[src/rtl/cci_mpf_shim_vtp_svc_req_rob.sv]
// In-order VTP translation front end: tags requests, reorders OOO service responses, zero-latency issue.
// Responses visible 1 cycle after arrival; req_rdy drops when all tags are in use or the service stalls.
module cci_mpf_shim_vtp_svc_req_rob #(
  parameter int N_TAGS      = 8,
  parameter int VA_IDX_BITS = 36,
  parameter int PA_IDX_BITS = 26,
  parameter int META_BITS   = 8,
  localparam int TAG_BITS   = $clog2(N_TAGS)
) (
  input  logic                   clk,
  input  logic                   reset_n,
  input  logic                   req_en,
  input  logic [VA_IDX_BITS-1:0] req_va,
  input  logic [META_BITS-1:0]   req_meta,
  output logic                   req_rdy,
  output logic                   svc_lookupEn,
  output logic [VA_IDX_BITS-1:0] svc_lookupPageVA,
  output logic [TAG_BITS-1:0]    svc_lookupTag,
  input  logic                   svc_lookupRdy,
  input  logic                   svc_rspValid,
  input  logic [PA_IDX_BITS-1:0] svc_rspPagePA,
  input  logic [TAG_BITS-1:0]    svc_rspTag,
  input  logic                   svc_rspIsBigPage,
  output logic                   rsp_valid,
  output logic [PA_IDX_BITS-1:0] rsp_pagePA,
  output logic                   rsp_isBigPage,
  output logic [META_BITS-1:0]   rsp_meta,
  input  logic                   rsp_deq,
  output logic [TAG_BITS:0]      n_outstanding,
  output logic                   err_bad_tag
);

  typedef enum logic [1:0] {
    SLOT_FREE,
    SLOT_PENDING,
    SLOT_DONE
  } slot_state_t;

  localparam logic [TAG_BITS:0] FULL_COUNT = (TAG_BITS+1)'(N_TAGS);

  slot_state_t            slotState [N_TAGS];
  logic [PA_IDX_BITS-1:0] slotPA    [N_TAGS];
  logic                   slotBig   [N_TAGS];
  logic [META_BITS-1:0]   slotMeta  [N_TAGS];

  logic [TAG_BITS-1:0] allocPtr;
  logic [TAG_BITS-1:0] retirePtr;
  logic [TAG_BITS:0]   count;

  logic accept;
  logic deq;
  logic rspHit;

  assign req_rdy          = reset_n && (count < FULL_COUNT) && svc_lookupRdy;
  assign accept           = req_en && req_rdy;
  assign svc_lookupEn     = accept;
  assign svc_lookupPageVA = req_va;
  assign svc_lookupTag    = allocPtr;

  // Head outputs come only from registered slot state, never from this cycle's inputs.
  assign rsp_valid     = (slotState[retirePtr] == SLOT_DONE);
  assign rsp_pagePA    = slotPA[retirePtr];
  assign rsp_isBigPage = slotBig[retirePtr];
  assign rsp_meta      = slotMeta[retirePtr];
  assign deq           = rsp_deq && rsp_valid;

  assign rspHit        = svc_rspValid && (slotState[svc_rspTag] == SLOT_PENDING);
  assign n_outstanding = count;

  always_ff @(posedge clk or negedge reset_n) begin
    if (!reset_n) begin
      for (int i = 0; i < N_TAGS; i++) begin
        slotState[i] <= SLOT_FREE;
        slotPA[i]    <= '0;
        slotBig[i]   <= 1'b0;
        slotMeta[i]  <= '0;
      end
      allocPtr    <= '0;
      retirePtr   <= '0;
      count       <= '0;
      err_bad_tag <= 1'b0;
    end else begin
      // Alloc targets a FREE slot, response a PENDING one, deq a DONE one: never the same slot.
      for (int i = 0; i < N_TAGS; i++) begin
        if (accept && (allocPtr == TAG_BITS'(i))) begin
          slotState[i] <= SLOT_PENDING;
          slotMeta[i]  <= req_meta;
        end
        if (rspHit && (svc_rspTag == TAG_BITS'(i))) begin
          slotState[i] <= SLOT_DONE;
          slotPA[i]    <= svc_rspPagePA;
          slotBig[i]   <= svc_rspIsBigPage;
        end
        if (deq && (retirePtr == TAG_BITS'(i))) begin
          slotState[i] <= SLOT_FREE;
        end
      end

      if (accept) allocPtr  <= allocPtr + TAG_BITS'(1);
      if (deq)    retirePtr <= retirePtr + TAG_BITS'(1);

      case ({accept, deq})
        2'b10:   count <= count + (TAG_BITS+1)'(1);
        2'b01:   count <= count - (TAG_BITS+1)'(1);
        default: count <= count;
      endcase

      if (svc_rspValid && !rspHit) err_bad_tag <= 1'b1;
    end
  end

endmodule

[config.mk]
export PLATFORM = sky130hd
export DESIGN_NAME = cci_mpf_shim_vtp_svc_req_rob
export DESIGN_NICKNAME = d
export VERILOG_FILES = /design/src/rtl/cci_mpf_shim_vtp_svc_req_rob.sv
export SDC_FILE = /design/constraint.sdc
export NUM_CORES = 1
export LEC_CHECK = 0
export CAP_MARGIN = 25
export CORE_MARGIN = 2
export CORE_UTILIZATION = 57
export CTS_CLUSTER_DIAMETER = 60
export DETAILED_ROUTE_END_ITERATION = 16
export HOLD_SLACK_MARGIN = 0.1
export PLACE_DENSITY_LB_ADDON = 0.2
export REMOVE_ABC_BUFFERS = 1
export SLEW_MARGIN = 25
export SYNTH_ARGS = -nofsm -noshare
export SYNTH_HDL_FRONTEND = slang
export SYNTH_SLANG_ARGS = --single-unit
[constraint.sdc]
create_clock -name clk -period 2.9 [get_ports clk]
set_input_delay 0.29 -clock clk [delete_from_list [all_inputs] [get_ports clk]]
set_output_delay 0.29 -clock clk [all_outputs]
set_load 0.01 [all_outputs]
### Word-level counts from Yosys, hierarchy flattened

Index checks and enable logic that the tools add are counted.

* register bits: 307

* add/subtract/negate cells: 4
* order comparisons: 3
* equal/unequal tests: 25
* muxes and demuxes: 40
* bitwise operators: 2
* reductions and logical operators: 43

Operator list (count)
* $bmux 26 s3: 1
* $mux 2: 28
* $mux 26: 2
* $eq 3x3->1 const B: 12
* $logic_and 1x1->1: 30
* $bmux 8 s3: 1
* $reduce_bool 3->1: 8
* $eq 3x2->1 const B: 6
* $mux 8: 2
* $bmux 2 s3: 2
* $eq 3x1->1 const B: 3
* $logic_not 3->1: 3
* $ge 4x4->1 const B: 2
* $not 3->4: 2
* $pmux 4 s2: 1
* $add 3x1->3 const B: 2
* $add 4x1->4 const B: 1
* $eq 2x1->1 const B: 2
* $eq 2x2->1 const B: 2
* $lt 4x4->1 const B: 1
* $sub 4x1->4 const B: 1
* $bmux 1 s3: 1
* $mux 1: 2
* $reduce_bool 2->1: 1
* $logic_not 1->1: 1

### Depth between registers and ports, before layout

Gate-level depths: netlist of the first run.

* depth in word-level cells: 9
* gate-level depth with buffers: 9
* mapped depth without buffers: 9

### Worst setup path after synthesis of the first run

Ideal clock, no wire load.

* kind: register to register
* start point: reg retirePtr[1]
* end point: reg count[3] (netlist: n_outstanding[3])
* setup time: 0.116 ns
* arrival time: 2.495 ns
* required time: 2.784 ns
* path slack: 0.290 ns
* cell stages (with the launch flop): 9
* path buffers: 0
* cell sequence: dfrtp_1 inv_1 mux4_2 o22ai_2 ha_1 ha_1 a21oi_1 o21ai_0 o311ai_0

* word-level cells in the longest chain between the ends: 8
* elaborated cells between the ends (all ways): 10
* classes of those cells: eq/ne (3); mux (4); bitwise (1); reduce/logical (2)

Ends and longest elaborated chain
* start: declaration: line 47 `logic [TAG_BITS-1:0] retirePtr;`
* start signal: assignment: line 100 `if (deq) retirePtr <= retirePtr + TAG_BITS'(1);`
* $not 3->4 (implied by the code) *: line 61 `assign rsp_valid = (slotState[retirePtr] == SLOT_DONE);`
* $bmux 2 s3 *: line 61
* $mux 2 (implied by the code) * (2 in series): line 61
* $eq 2x2->1 *: line 61
* $logic_and 1x1->1 *: line 65 `assign deq = rsp_deq && rsp_valid;`
* net deq: line 51 `logic deq;`
* $eq 2x1->1 / $eq 2x2->1 (equally long branches): line 102 `case ({accept, deq})`
* $pmux 4 s2 / $reduce_bool 2->1 (equally long branches)
* end signal: assignment: line 103 `2'b10: count <= count + (TAG_BITS+1)'(1);`
* end signal: assignment: line 104 `2'b01: count <= count - (TAG_BITS+1)'(1);`
* end signal: assignment: line 105 `default: count <= count;`
* end: declaration: line 48 `logic [TAG_BITS:0] count;`

Mark *: on every way through the listed nets, which the timed path passes. The rest lies on a longest branch. The select of a mux whose other input is x is not followed.
A chain may end at the register's enable or synchronous reset.

### Final worst setup path of the first run

* start point: reg retirePtr[0]
* end point: out rsp_meta[1]

* word-level cells in the longest chain between the ends: 4

Ends and longest elaborated chain
* $not 3->4 (implied by the code): line 64 `assign rsp_meta = slotMeta[retirePtr];`
* $bmux 8 s3: line 64
* $mux 8 (implied by the code) (2 in series): line 64
* end: declaration: line 27 `output logic [META_BITS-1:0] rsp_meta,`

Every way passes these cells. The select of a mux whose other input is x is not followed.

==> Flow_metrics.wiki, run 1 <==
{| class="wikitable"
! Metric !! Value
|-
| Routability Congestion || slightly above 0.8
|-
| Average cell area after synthesis || ~14 sq um
|-
| Max VDD drop || about 0.00075 V
|-
| Fraction of post-synthesis cell area in the top cell type by area || 0.531
|-
| WL/cell || approximately 22 microns
|-
| Net switching power of the design || around 4.8 mW
|-
| Leakage power figure || around 7.7 nW
|-
| Cell with the most instances after synthesis || dfrtp_1
|-
| Remaining number of nets flagged by the antenna check after routing || 0
|-
| Floorplan die area || around 27000 sq um
|-
| Clock Pin Slew Worst Setup and Hold Paths || ~0.05 ns
|-
| Number of clock sinks seen by CTS || between 300 and 400
|-
| Number of ports placed on the die boundary || 162
|-
| Starting DRC count in detailed routing || about 440
|-
| Fin. max-slew vios || 0
|-
| Largest area contributor in the netlist || dfrtp_1
|-
| Cell at the root of the clock tree || clkbuf_16
|-
| Maximum level of the CTS H-tree || 2
|-
| Worst-case clock skew || 0.0233 ns
|-
| Time the worst path needs with I/O delays and setup || 2.79 ns
|-
| Number of I/O port buffers || 89
|-
| Setup Viol. Count Final || 0
|-
| Maximum operating frequency || 0.359 GHz
|-
| Seq/Total Area, Yosys || 0.531
|-
| Initial standard-cell utilization of the core || 0.578
|-
| Post-synthesis instance area || 14500 sq um
|-
| Max capacitance violation total || 0
|-
| Clock network latency to the later pin of the worst-skew pair || roughly 0.5 ns
|-
| Type of the worst min-delay path || primary input to asynchronous set/reset pin
|-
| Half-perimeter wire length after placement || between 15000 and 20000 microns
|-
| Part of the power in combinational logic || 0.335
|-
| CTS buffer count || 35
|-
| Min Hold Slack || just under 0.5 ns
|-
| Number of global-route vias before repair || between 8000 and 9000
|-
| Max-Slew Margin vs Limit || 0.418
|-
| Critical Path RT || 2.61 ns
|-
| Die Span X || 163 microns
|-
| Cell area power density || ~1000 nW/um^2
|-
| Sw Ratio || 0.284
|-
| Category of the worst setup path capture point || primary output
|-
| Sequential group share of total power || 0.419
|-
| Fin crit share || 0.962
|-
| Critical setup path kind || flop to primary output
|-
| Async SR Flop Fraction || 1.00
|-
| Power after layout || around 17 mW
|-
| Final routed DRC violation total || 0
|-
| Setup TNS Final || 0 ns
|-
| Signed area change from the synthesized netlist to the final layout || 15.6%
|-
| Cell internal pwr || 12.0 mW
|-
| Worst-margin pin slew || 0.873 ns
|-
| Vias per inst || 5.98
|-
| Routed wire length || 31900 microns
|-
| First-pass GRT wire length || roughly 50000 microns
|-
| Global-route usage over all layers || 0.246
|-
| Most used flip-flop cell after synthesis || dfrtp_1
|-
| Count of flip-flops with a built-in enable after synthesis || 0
|-
| Post-layout nets || approximately 1200
|-
| Syn. warnings || 0
|-
| Die height || between 150 and 200 microns
|-
| Number of antenna violations at the first check in global routing || 0
|-
| Maximum buffer depth of the clock tree || 3
|-
| Clock network fraction of total power || 0.246
|-
| Final non-filler cell total || roughly 1400
|-
| Final Hold Fails || 0
|-
| Row Count || 58
|-
| Number of instances in the synthesized netlist || slightly above 1000
|-
| Unique cell type count in the Yosys netlist || 50
|-
| Data arrival time of the critical path || between 2 and 3 ns
|-
| Vias after detailed routing || between 8000 and 9000
|-
| Number of cells in the design after placement || around 1400
|-
| CP Max Fanout || 38
|-
| DR pass1 iterations || 4
|-
| Cells on worst reg2reg path || 8
|-
| Share of final-layout standard cells stronger than drive strength 1 || 0.417
|-
| Category of the worst setup path launch point || flop
|-
| Most used standard cells in the synthesized netlist || dfrtp_1, mux2_2, nand2_1
|-
| Top post-synthesis cells by area || dfrtp_1, mux2_2, mux4_2
|-
| Number of synthesized register bits || around 310
|-
| Grt total ovfl || 0
|-
| Placeable core region || around 25000 sq um
|-
| CTS tree || built
|-
| Outcome || complete, no violations
|-
| Pin count of the biggest net entering global routing || between 100 and 150
|}
-- power by group through the flow --
stage / clock [mW] / sequential, mW / combinational, mW
after global routing: 4.40 / 7.26 / 6.13
after detailed placement: 0 / 7.05 / 5.60
after global placement: 0 / 6.97 / 5.48
after CTS: 4.23 / 7.01 / 5.68
after floorplan: 0 / 7.00 / 3.77
final: 4.14 / 7.03 / 5.63
-- per-stage QoR --
| step | setup slack [ns] | area [sq um] | util |
|---|---|---|---|
| 2_1_floorplan | -2.29 | 13900 | - |
| 3_3_place_gp | 0.145 | 15600 | 0.622 |
| 3_5_place_dp | 0.0194 | 15600 | 0.622 |
| 4_1_cts | 0.0183 | 16700 | 0.666 |
| 5_1_grt | -0.00197 | 16700 | 0.668 |
| 6_report | 0.111 | 16700 | 0.668 |
-- layout make-up --
cell class,count,area [sq um]
Antenna cell,1,2.50
Tap cell,330,413
Fill cell,1818,8320
Clock buffer,47,981
Timing Repair Buffer,120,1290
Multi-Input combinational cell,592,6190
Sequential cell,307,7690
Clock inverter,11,87.6
Inverter,17,63.8
-- timing repair --
item / 4_1_cts / 5_1_grt
pin swaps: 0 / 0
hold buffers: 1 / 0
setup buffers: 0 / 0
gates cloned: 1 / 1
setup endpoints to repair: 35 / 9
resized for setup: 2 / 5
endpoints found under the hold margin: 40 / 0
-- cells by family (layout without fill, tap and decap cells) --
group	Yosys count	in the layout	synth area share
AOI/OAI and AO/OA	47	47	0.0209
buffers and inverters	111	195	0.0426
muxes	355	355	0.334
and+or+nand+nor	171	171	0.0546
other	0	1	0
DFF	307	307	0.531
adders and majority gates	16	16	0.0144
xor gates and xnor gates	3	3	0.00182
-- sequential cells by signal, indices dropped and copies added (netlist names) --
register and count:
slotPA 208, slotMeta 64, slotState 16, slotBig 8, n_outstanding 4, retirePtr 3, svc_lookupTag 3, err_bad_tag 1
-- worst max-delay path, stage by stage, from the launching register on --
cell             delay (ns)
dfrtp_4                0.51
buf_16                 0.32
mux4_2                 0.55
nand2_1                0.09
nand2_1                0.05
clkdlybuf4s50_1        0.47
-- per-layer routing --
layer	part of all wire	wire length (microns)	up-vias	global-route usage
met4	0.016	497	2	0.0539
met3	0.061	1940	40	0.0533
met1	0.45	14400	4510	0.361
met5	0.00072	23	-	0.0152
met2	0.47	15000	209	0.381
li1	-	-	3755	-
-- cells in the final DEF (no fill, tap or decap), drive strengths merged, types with 5 or more instances in the layout --
cell,netlist,routed
a21oi,15,15
and3,5,5
buf,81,30
clkbuf,13,48
clkdlybuf4s50,0,85
clkinv,0,9
dfrtp,307,307
ha,15,15
inv,17,18
mux2,281,281
mux4,72,72
nand2,118,118
nand2b,15,15
nand3,5,5
nor2,5,5
o21ai,13,13
-- worst paths after layout --
kind,start,slack (ns),to
max in group asynchronous,reset_n,1.08,slotPA[30]
worst max register to register,retirePtr[1],0.14,n_outstanding[3]
min in group clk,slotMeta[8],0.50,slotMeta[8]
worst min register to register,slotMeta[8],0.50,slotMeta[8]
worst min-delay path,reset_n,0.50,slotMeta[58]
worst max-delay path,retirePtr[0],0.11,rsp_meta[1]
Power figures use the tool's default switching activity.
==> run 2, diff against run 1 <==
--- a/config.mk
+++ b/config.mk
@@ -13,6 +13,7 @@
 export HOLD_SLACK_MARGIN = 0.1
 export PLACE_DENSITY_LB_ADDON = 0.2
 export REMOVE_ABC_BUFFERS = 1
+export SETUP_SLACK_MARGIN = 0.05
 export SLEW_MARGIN = 25
 export SYNTH_ARGS = -nofsm -noshare
 export SYNTH_HDL_FRONTEND = slang
==> run 2 against run 1 <==
Sequential power about the same. Global-route usage unchanged. First-iteration DRC count up 3.7%. Setup slack better by 0.024 ns. Critical path type unchanged. Largest cell class unchanged. Largest power group unchanged.
==> Flow_metrics.wiki, run 2 (same netlist as run 1, synthesis figures left out) <==
{| class="wikitable"
! Metric !! Value
|-
| Outcome || complete, no violations
|-
| Setup Viol. Count Final || 0 (unchanged)
|-
| Post-layout nets || 1170 (+0.086%)
|-
| Global-route usage over all layers || 0.246 (unchanged)
|-
| RSZ-0062 raised after global routing || true
|-
| Remaining number of nets flagged by the antenna check after routing || 0 (unchanged)
|-
| Max-Slew Margin vs Limit || 0.415 (-0.00323)
|-
| Crit path launch || retirePtr[0]
|-
| Max capacitance violation total || 0 (unchanged)
|-
| CP Max Fanout || 19 (-50%)
|-
| Leakage power figure || 7.64 nW (-0.23%)
|-
| Fill cell instance count of the final layout || 1815 (-0.17%)
|-
| CTS buffer count || 35 (unchanged)
|-
| Maximum buffer depth of the clock tree || 3 (unchanged)
|-
| Sw Ratio || 0.285 (+0.000933)
|-
| Least setup slack across all paths after layout || 0.135 ns (+0.0243 ns)
|-
| Number of clock sinks seen by CTS || 307 (unchanged)
|-
| Net switching power of the design || 4.80 mW (+0.64%)
|-
| Routability Congestion || 0.810 (unchanged)
|-
| Floorplan die area || 26700 sq um (unchanged)
|-
| Final routed DRC violation total || 0 (unchanged)
|-
| Most frequent cells in the layout || dfrtp_1, mux2_2, nand2_1, clkdlybuf4s50_1, mux4_2
|-
| Placement Setup Slack || 0.0194 ns (unchanged)
|-
| Number of flip-flops in the largest register || 208 (unchanged)
|-
| Half-perimeter wire length after placement || 18000 microns (unchanged)
|-
| Max VDD drop || 0.000748 V (+0.13%)
|-
| Routed wire length || 32400 microns (+1.7%)
|-
| Grt total ovfl || 0 (unchanged)
|-
| Critical setup path kind || flop to primary output
|-
| CTS tree || built
|-
| Share of final-layout standard cells stronger than drive strength 1 || 0.417 (+0.000533)
|-
| Maximum operating frequency || 0.362 GHz (+0.88%)
|-
| Maximum level of the CTS H-tree || 2 (unchanged)
|-
| Category of the worst setup path launch point || flop
|-
| Vias per inst || 5.98 (about the same)
|-
| Initial standard-cell utilization of the core || 0.578 (unchanged)
|-
| Clock network fraction of total power || 0.246 (about the same)
|-
| Largest registers || slotPA: 208 flops, slotMeta: 64 flops, slotState: 16 flops
|-
| Number of antenna violations at the first check in global routing || 0 (unchanged)
|-
| WL/cell || 22.8 microns (+1.6%)
|-
| Cell internal pwr || 12.1 mW (+0.18%)
|-
| First-pass GRT wire length || 50000 microns (unchanged)
|-
| Fin. max-slew vios || 0 (unchanged)
|-
| Final Hold Fails || 0 (unchanged)
|-
| Top reg by flops || slotPA
|-
| Number of I/O port buffers || 89 (unchanged)
|-
| Clock Pin Slew Worst Setup and Hold Paths || 0.05 ns (about the same)
|-
| Source of the worst register-to-register timing path || retirePtr[1]
|-
| Placeable core region || 25000 sq um (unchanged)
|-
| Worst-margin pin slew || 0.878 ns (+0.00485 ns)
|-
| Time the worst path needs with I/O delays and setup || 2.77 ns (-0.0243 ns)
|-
| Cell area power density || 1010 nW/um^2 (+0.19%)
|-
| Cell at the root of the clock tree || clkbuf_16
|-
| Critical Path RT || 2.61 ns (about the same)
|-
| Number of global-route vias before repair || 8606 (unchanged)
|-
| Vias after detailed routing || 8524 (+0.094%)
|-
| Sequential standard cell area || 7690 sq um (unchanged)
|-
| Signed area change from the synthesized netlist to the final layout || 15.8%
|-
| DR pass1 iterations || 4 (unchanged)
|-
| Row Count || 58 (unchanged)
|-
| Part of the power in combinational logic || 0.337 (+0.002)
|-
| Clock network latency to the later pin of the worst-skew pair || 0.50 ns (about the same)
|-
| Most frequent standard cell in the layout excluding fill and tap cells || dfrtp_1
|-
| Buffer count from post-CTS setup fixing || 0 (unchanged)
|-
| Number of ports placed on the die boundary || 162 (unchanged)
|-
| Starting DRC count in detailed routing || 454 (+3.7%)
|-
| Pin count of the biggest net entering global routing || 120 (unchanged)
|-
| Setup TNS Final || 0 ns (unchanged)
|-
| Category of the worst setup path capture point || primary output
|-
| Data arrival time of the critical path || 2.48 ns (-0.02 ns)
|-
| Worst-case clock skew || 0.0246 ns (+0.00131 ns)
|-
| Type of the worst min-delay path || primary input to asynchronous set/reset pin
|-
| Die height || 163 microns (unchanged)
|-
| Die Span X || 163 microns (unchanged)
|-
| Area of the multi-input gates || 6190 sq um (unchanged)
|-
| Sequential group share of total power || 0.417 (-0.002)
|-
| Fin crit share || 0.953 (-0.00839)
|}
run 2: final timing paths:
| kind | end | slack [ns] | depth (start not counted) |
|---|---|---|---|
| worst min-delay path | slotMeta[58] | 0.49 | 3 |
| worst min register to register | slotMeta[8] | 0.50 | 1 |
| max in group asynchronous | slotPA[30] | 1.07 | 4 |
| worst max-delay path | rsp_pagePA[19] | 0.13 | 5 |
| min in group clk | slotMeta[8] | 0.50 | 1 |
| worst max register to register | n_outstanding[3] | 0.13 | 8 |
run 2: layout make-up:
cell class,count,area share
diodes,1,0.000149
clock inverters,11,0.00523
inverters,17,0.00381
clock buffers,47,0.0586
well taps,330,0.0247
repair buffers,121,0.0781
flip-flops and latches,307,0.459
multi-input cells,592,0.370
run 2: routing by layer:
| layer | up-vias | part of all wire | GRT usage |
|---|---|---|---|
| li1 | 3753 | - | - |
| met1 | 4521 | 0.45 | 0.361 |
| met2 | 208 | 0.47 | 0.381 |
| met3 | 40 | 0.061 | 0.0533 |
| met4 | 2 | 0.015 | 0.0539 |
| met5 | - | 0.00071 | 0.0152 |
run 2: what timing repair did:
action                     4_1_cts  5_1_grt
cloned                           1        2
hold buffers                     1        0
setup endpoints to repair       36       31
resized for setup                3        2
hold endpoints to repair        40        0
run 2: power by group through the flow:
stage	clock [mW]	combinational [mW]	sequential, mW
final	4.14	5.68	7.04
after global routing	4.40	6.17	7.26
after CTS	4.23	5.68	7.01
after detailed placement	0	5.60	7.05
after global placement	0	5.48	6.97
after floorplan	0	3.77	7.00
run 2: worst max-delay path: stages (launching register included):
cell and delay [ns]:
dfrtp_4 0.53, buf_16 0.23, mux4_2 0.53, nand2_1 0.08, nand2_1 0.10, clkdlybuf4s50_1 0.49
run 2: per-stage QoR:
| step | hold slack [ns] | std cells | util | instance area [sq um] | power [mW] |
|---|---|---|---|---|---|
| 3_3_place_gp | 0.436 | 1363 | 0.622 | 15600 | 12.5 |
| 2_1_floorplan | -0.00559 | 916 | - | 13900 | 10.8 |
| 4_1_cts | 0.501 | 1423 | 0.666 | 16700 | 16.9 |
| 3_5_place_dp | 0.437 | 1363 | 0.622 | 15600 | 12.7 |
| 5_1_grt | 0.513 | 1425 | 0.669 | 16700 | 17.8 |
| 6_report | 0.493 | 1426 | 0.669 | 16700 | 16.9 |
==> run 3, diff against run 2 <==
--- a/config.mk
+++ b/config.mk
@@ -7,7 +7,7 @@
 export LEC_CHECK = 0
 export CAP_MARGIN = 25
 export CORE_MARGIN = 2
-export CORE_UTILIZATION = 57
+export CORE_UTILIZATION = 51
 export CTS_CLUSTER_DIAMETER = 60
 export DETAILED_ROUTE_END_ITERATION = 16
 export HOLD_SLACK_MARGIN = 0.1
==> constraint.sdc (replaced) <==
create_clock -name clk -period 2.53 [get_ports clk]
set_input_delay 0.253 -clock clk [delete_from_list [all_inputs] [get_ports clk]]
set_output_delay 0.253 -clock clk [all_outputs]
set_load 0.01 [all_outputs]
==> run 3 against run 2 <==
Non-clock buffer count rose by 43. Core utilization fell by 4.6 points. Clock power rose by 19%. First-iteration DRC count rose by 15%. Routed wire length rose by 3.0%. Sequential share of layout area fell by 1.6 points. Count of clock-buffer cells in the layout rose by 6. Worst hold slack got worse by 0.32 ns. Global-route usage fell by 1.2 points. Clock skew rose by 0.0039 ns. Via count rose by 1.9%. Power rose by 18%.
==> Flow_metrics.wiki, run 3 (same netlist as run 1, synthesis figures left out) <==
{| class="wikitable"
! Metric !! Value
|-
| Routability Congestion || 0.782 (-3.5%)
|-
| Signed area change from the synthesized netlist to the final layout || 20.0%
|-
| Time the worst path needs with I/O delays and setup || between 2 and 2.5 ns
|-
| Setup TNS Final || 0 ns (unchanged)
|-
| Type of the worst min-delay path || primary input to asynchronous set/reset pin
|-
| Clock Pin Slew Worst Setup and Hold Paths || 0.06 ns (about the same)
|-
| Number of ports placed on the die boundary || 162 (unchanged)
|-
| Max capacitance violation total || 0 (unchanged)
|-
| Row Count || 61 (+5.2%)
|-
| Leakage power figure || 7.98 nW (+4.5%)
|-
| Sw Ratio || 0.288 (+0.00383)
|-
| Power after layout || 19.8 mW (+18%)
|-
| Routed wire length || 33400 microns (+3.0%)
|-
| Category of the worst setup path launch point || flop
|-
| Least setup slack across all paths after layout || 0.0555 ns (-0.0795 ns)
|-
| Area post-placement || 15800 sq um (+1.7%)
|-
| CP max-delay cell || mux4_2
|-
| Global-route usage over all layers || 0.234 (-0.0122)
|-
| Fill cell instance count of the final layout || 2121 (+17%)
|-
| Cell area power density || 1140 nW/um^2 (+14%)
|-
| Share of final-layout standard cells stronger than drive strength 1 || 0.481 (+0.0638)
|-
| WL/cell || 22.0 microns (-3.4%)
|-
| Sequential standard cell area || 7690 sq um (unchanged)
|-
| Vias after detailed routing || 8683 (+1.9%)
|-
| Part of the power in combinational logic || 0.346 (+0.009)
|-
| Fin. max-slew vios || 0 (unchanged)
|-
| Sequential group share of total power || 0.406 (-0.011)
|-
| Cell internal pwr || 14.1 mW (+17%)
|-
| Cell at the root of the clock tree || clkbuf_16
|-
| Grt total ovfl || 0 (unchanged)
|-
| CTS buffer count || 35 (unchanged)
|-
| Critical Path, Cell by Cell || buf_16, buf_12, buf_12, mux4_2, nand2_1, nand2_1, buf_2
|-
| Number of global-route vias before repair || 9086 (+5.6%)
|-
| Worst-margin pin slew || 0.788 ns (-0.0902 ns)
|-
| Vias per inst || 5.71 (-4.5%)
|-
| Outcome || complete, no violations
|-
| Critical setup path kind || flop to primary output
|-
| Placement Setup Slack || -0.128 ns (-0.147 ns)
|-
| Number of antenna violations at the first check in global routing || 0 (unchanged)
|-
| Min Hold Slack || 0.171 ns (-0.322 ns)
|-
| Die height || 172 microns (+5.6%)
|-
| Maximum buffer depth of the clock tree || 3 (unchanged)
|-
| Top reg by flops || slotPA
|-
| Fin crit share || 0.978
|-
| Remaining number of nets flagged by the antenna check after routing || 0 (unchanged)
|-
| Max VDD drop || 0.000630 V (-16%)
|-
| Number of clock sinks seen by CTS || 307 (unchanged)
|-
| Clock network latency to the later pin of the worst-skew pair || 0.52 ns (+0.02 ns)
|-
| Setup Viol. Count Final || 0 (unchanged)
|-
| Category of the worst setup path capture point || primary output
|-
| Post-layout nets || 1213 (+3.7%)
|-
| Number of I/O port buffers || 89 (unchanged)
|-
| Maximum level of the CTS H-tree || 2 (unchanged)
|-
| Floorplan die area || 29700 sq um (+11%)
|-
| Half-perimeter wire length after placement || 19100 microns (+6.2%)
|-
| Number of flip-flops in the largest register || 208 (unchanged)
|-
| Maximum operating frequency || 0.404 GHz
|-
| Starting DRC count in detailed routing || 524 (+15%)
|-
| CP Max Fanout || 6 (-13)
|-
| Net switching power of the design || 5.72 mW (+19%)
|-
| RSZ-0062 raised after global routing || true
|-
| Die Span X || 172 microns (+5.6%)
|-
| Final standard cell utilization of the core || 0.623 (-0.0458)
|-
| Data arrival time of the critical path || 2.22 ns (-0.26 ns)
|-
| Initial standard-cell utilization of the core || 0.519 (-0.0585)
|-
| Post-Layout Inst Area || 17400 sq um (+3.6%)
|-
| Clock network fraction of total power || 0.248 (+0.002)
|-
| First-pass GRT wire length || 52600 microns (+5.3%)
|-
| Final non-filler cell total || 1521 (+6.7%)
|-
| Number of antenna cells inserted || 0 (-1)
|-
| Maximum cell stage delay along the critical path || 0.50 ns (-0.03 ns)
|-
| DR pass1 iterations || 4 (unchanged)
|-
| Area of the multi-input gates || 6250 sq um (+0.93%)
|-
| Worst-case clock skew || 0.0285 ns (+0.00388 ns)
|-
| Critical Path RT || 2.28 ns (-0.33 ns)
|-
| Largest registers || slotPA: 208 flops, slotMeta: 64 flops, slotState: 16 flops
|-
| Final routed DRC violation total || 0 (unchanged)
|-
| Most frequent cells in the layout || dfrtp_1, mux2_2, nand2_1, mux4_2, clkdlybuf4s50_1
|-
| Placeable core region || 27900 sq um (+11%)
|-
| Pin count of the biggest net entering global routing || 81 (-33%)
|-
| Final Hold Fails || 0 (unchanged)
|-
| Number of cells in the design after placement || 1429 (+4.8%)
|-
| CTS tree || built
|-
| Most frequent standard cell in the layout excluding fill and tap cells || dfrtp_1
|-
| Max-Slew Margin vs Limit || 0.475 (+0.0601)
|}
run 3: changes by cell type in the layout (fill, tap and decap cells not counted), sizes merged:
| cell | before | now |
|---|---|---|
| buf | 30 | 104 |
| bufinv | 1 | 2 |
| clkbuf | 49 | 58 |
| clkdlybuf4s15 | 0 | 2 |
| clkdlybuf4s50 | 87 | 52 |
| clkinv | 9 | 7 |
| diode | 1 | 0 |
| dlymetal6s2s | 1 | 0 |
run 3: worst paths after layout:
check                             start          endpoint  slack, ns  depth (start not counted)
max                        retirePtr[0]       rsp_meta[7]       0.06                          7
min                             reset_n       slotMeta[6]       0.17                          2
max reg2reg                retirePtr[0]  n_outstanding[3]       0.10                          9
min reg2reg                   slotPA[4]         slotPA[4]       0.50                          1
max in group asynchronous       reset_n       slotPA[175]       0.83                          4
min in group clk              slotPA[4]         slotPA[4]       0.50                          1
run 3: power groups by stage:
| stage | clock, mW | sequential, mW | combinational [mW] |
|---|---|---|---|
| 2_1_floorplan | 0 | 8.02 | 4.32 |
| 3_3_place_gp | 0 | 8.01 | 6.50 |
| 4_1_cts | 5.00 | 8.03 | 6.73 |
| 3_5_place_dp | 0 | 8.08 | 6.63 |
| 6_report | 4.91 | 8.05 | 6.87 |
| 5_1_grt | 5.21 | 8.32 | 7.48 |
run 3: cell type report:
class / count / share of cell area
timing repair buffer: 164 / 0.101
inverter: 17 / 0.00382
clock inverter: 10 / 0.00663
sequential: 307 / 0.443
clock buffer: 53 / 0.0579
tap: 378 / 0.0273
multi-input combinational: 592 / 0.360
run 3: repair_timing:
item	4_1_cts	5_1_grt
endpoints found under the setup margin	38	36
hold endpoints to repair	116	0
pin swaps	3	19
gates cloned	5	1
hold buffers	1	0
resized for setup	136	55
setup buffers	11	11
run 3: worst max-delay path: cells and delay by family (launching register included):
family        cells  cell delay, ns
mux               1            0.50
flops             1            0.49
simple gates      2            0.14
buf+inv           4            0.58
run 3: layer usage:
metal  track usage  wire (microns)
met4        0.0555             558
met3        0.0579            2160
met1         0.334           15200
met5       0.00696               0
met2         0.363           15600
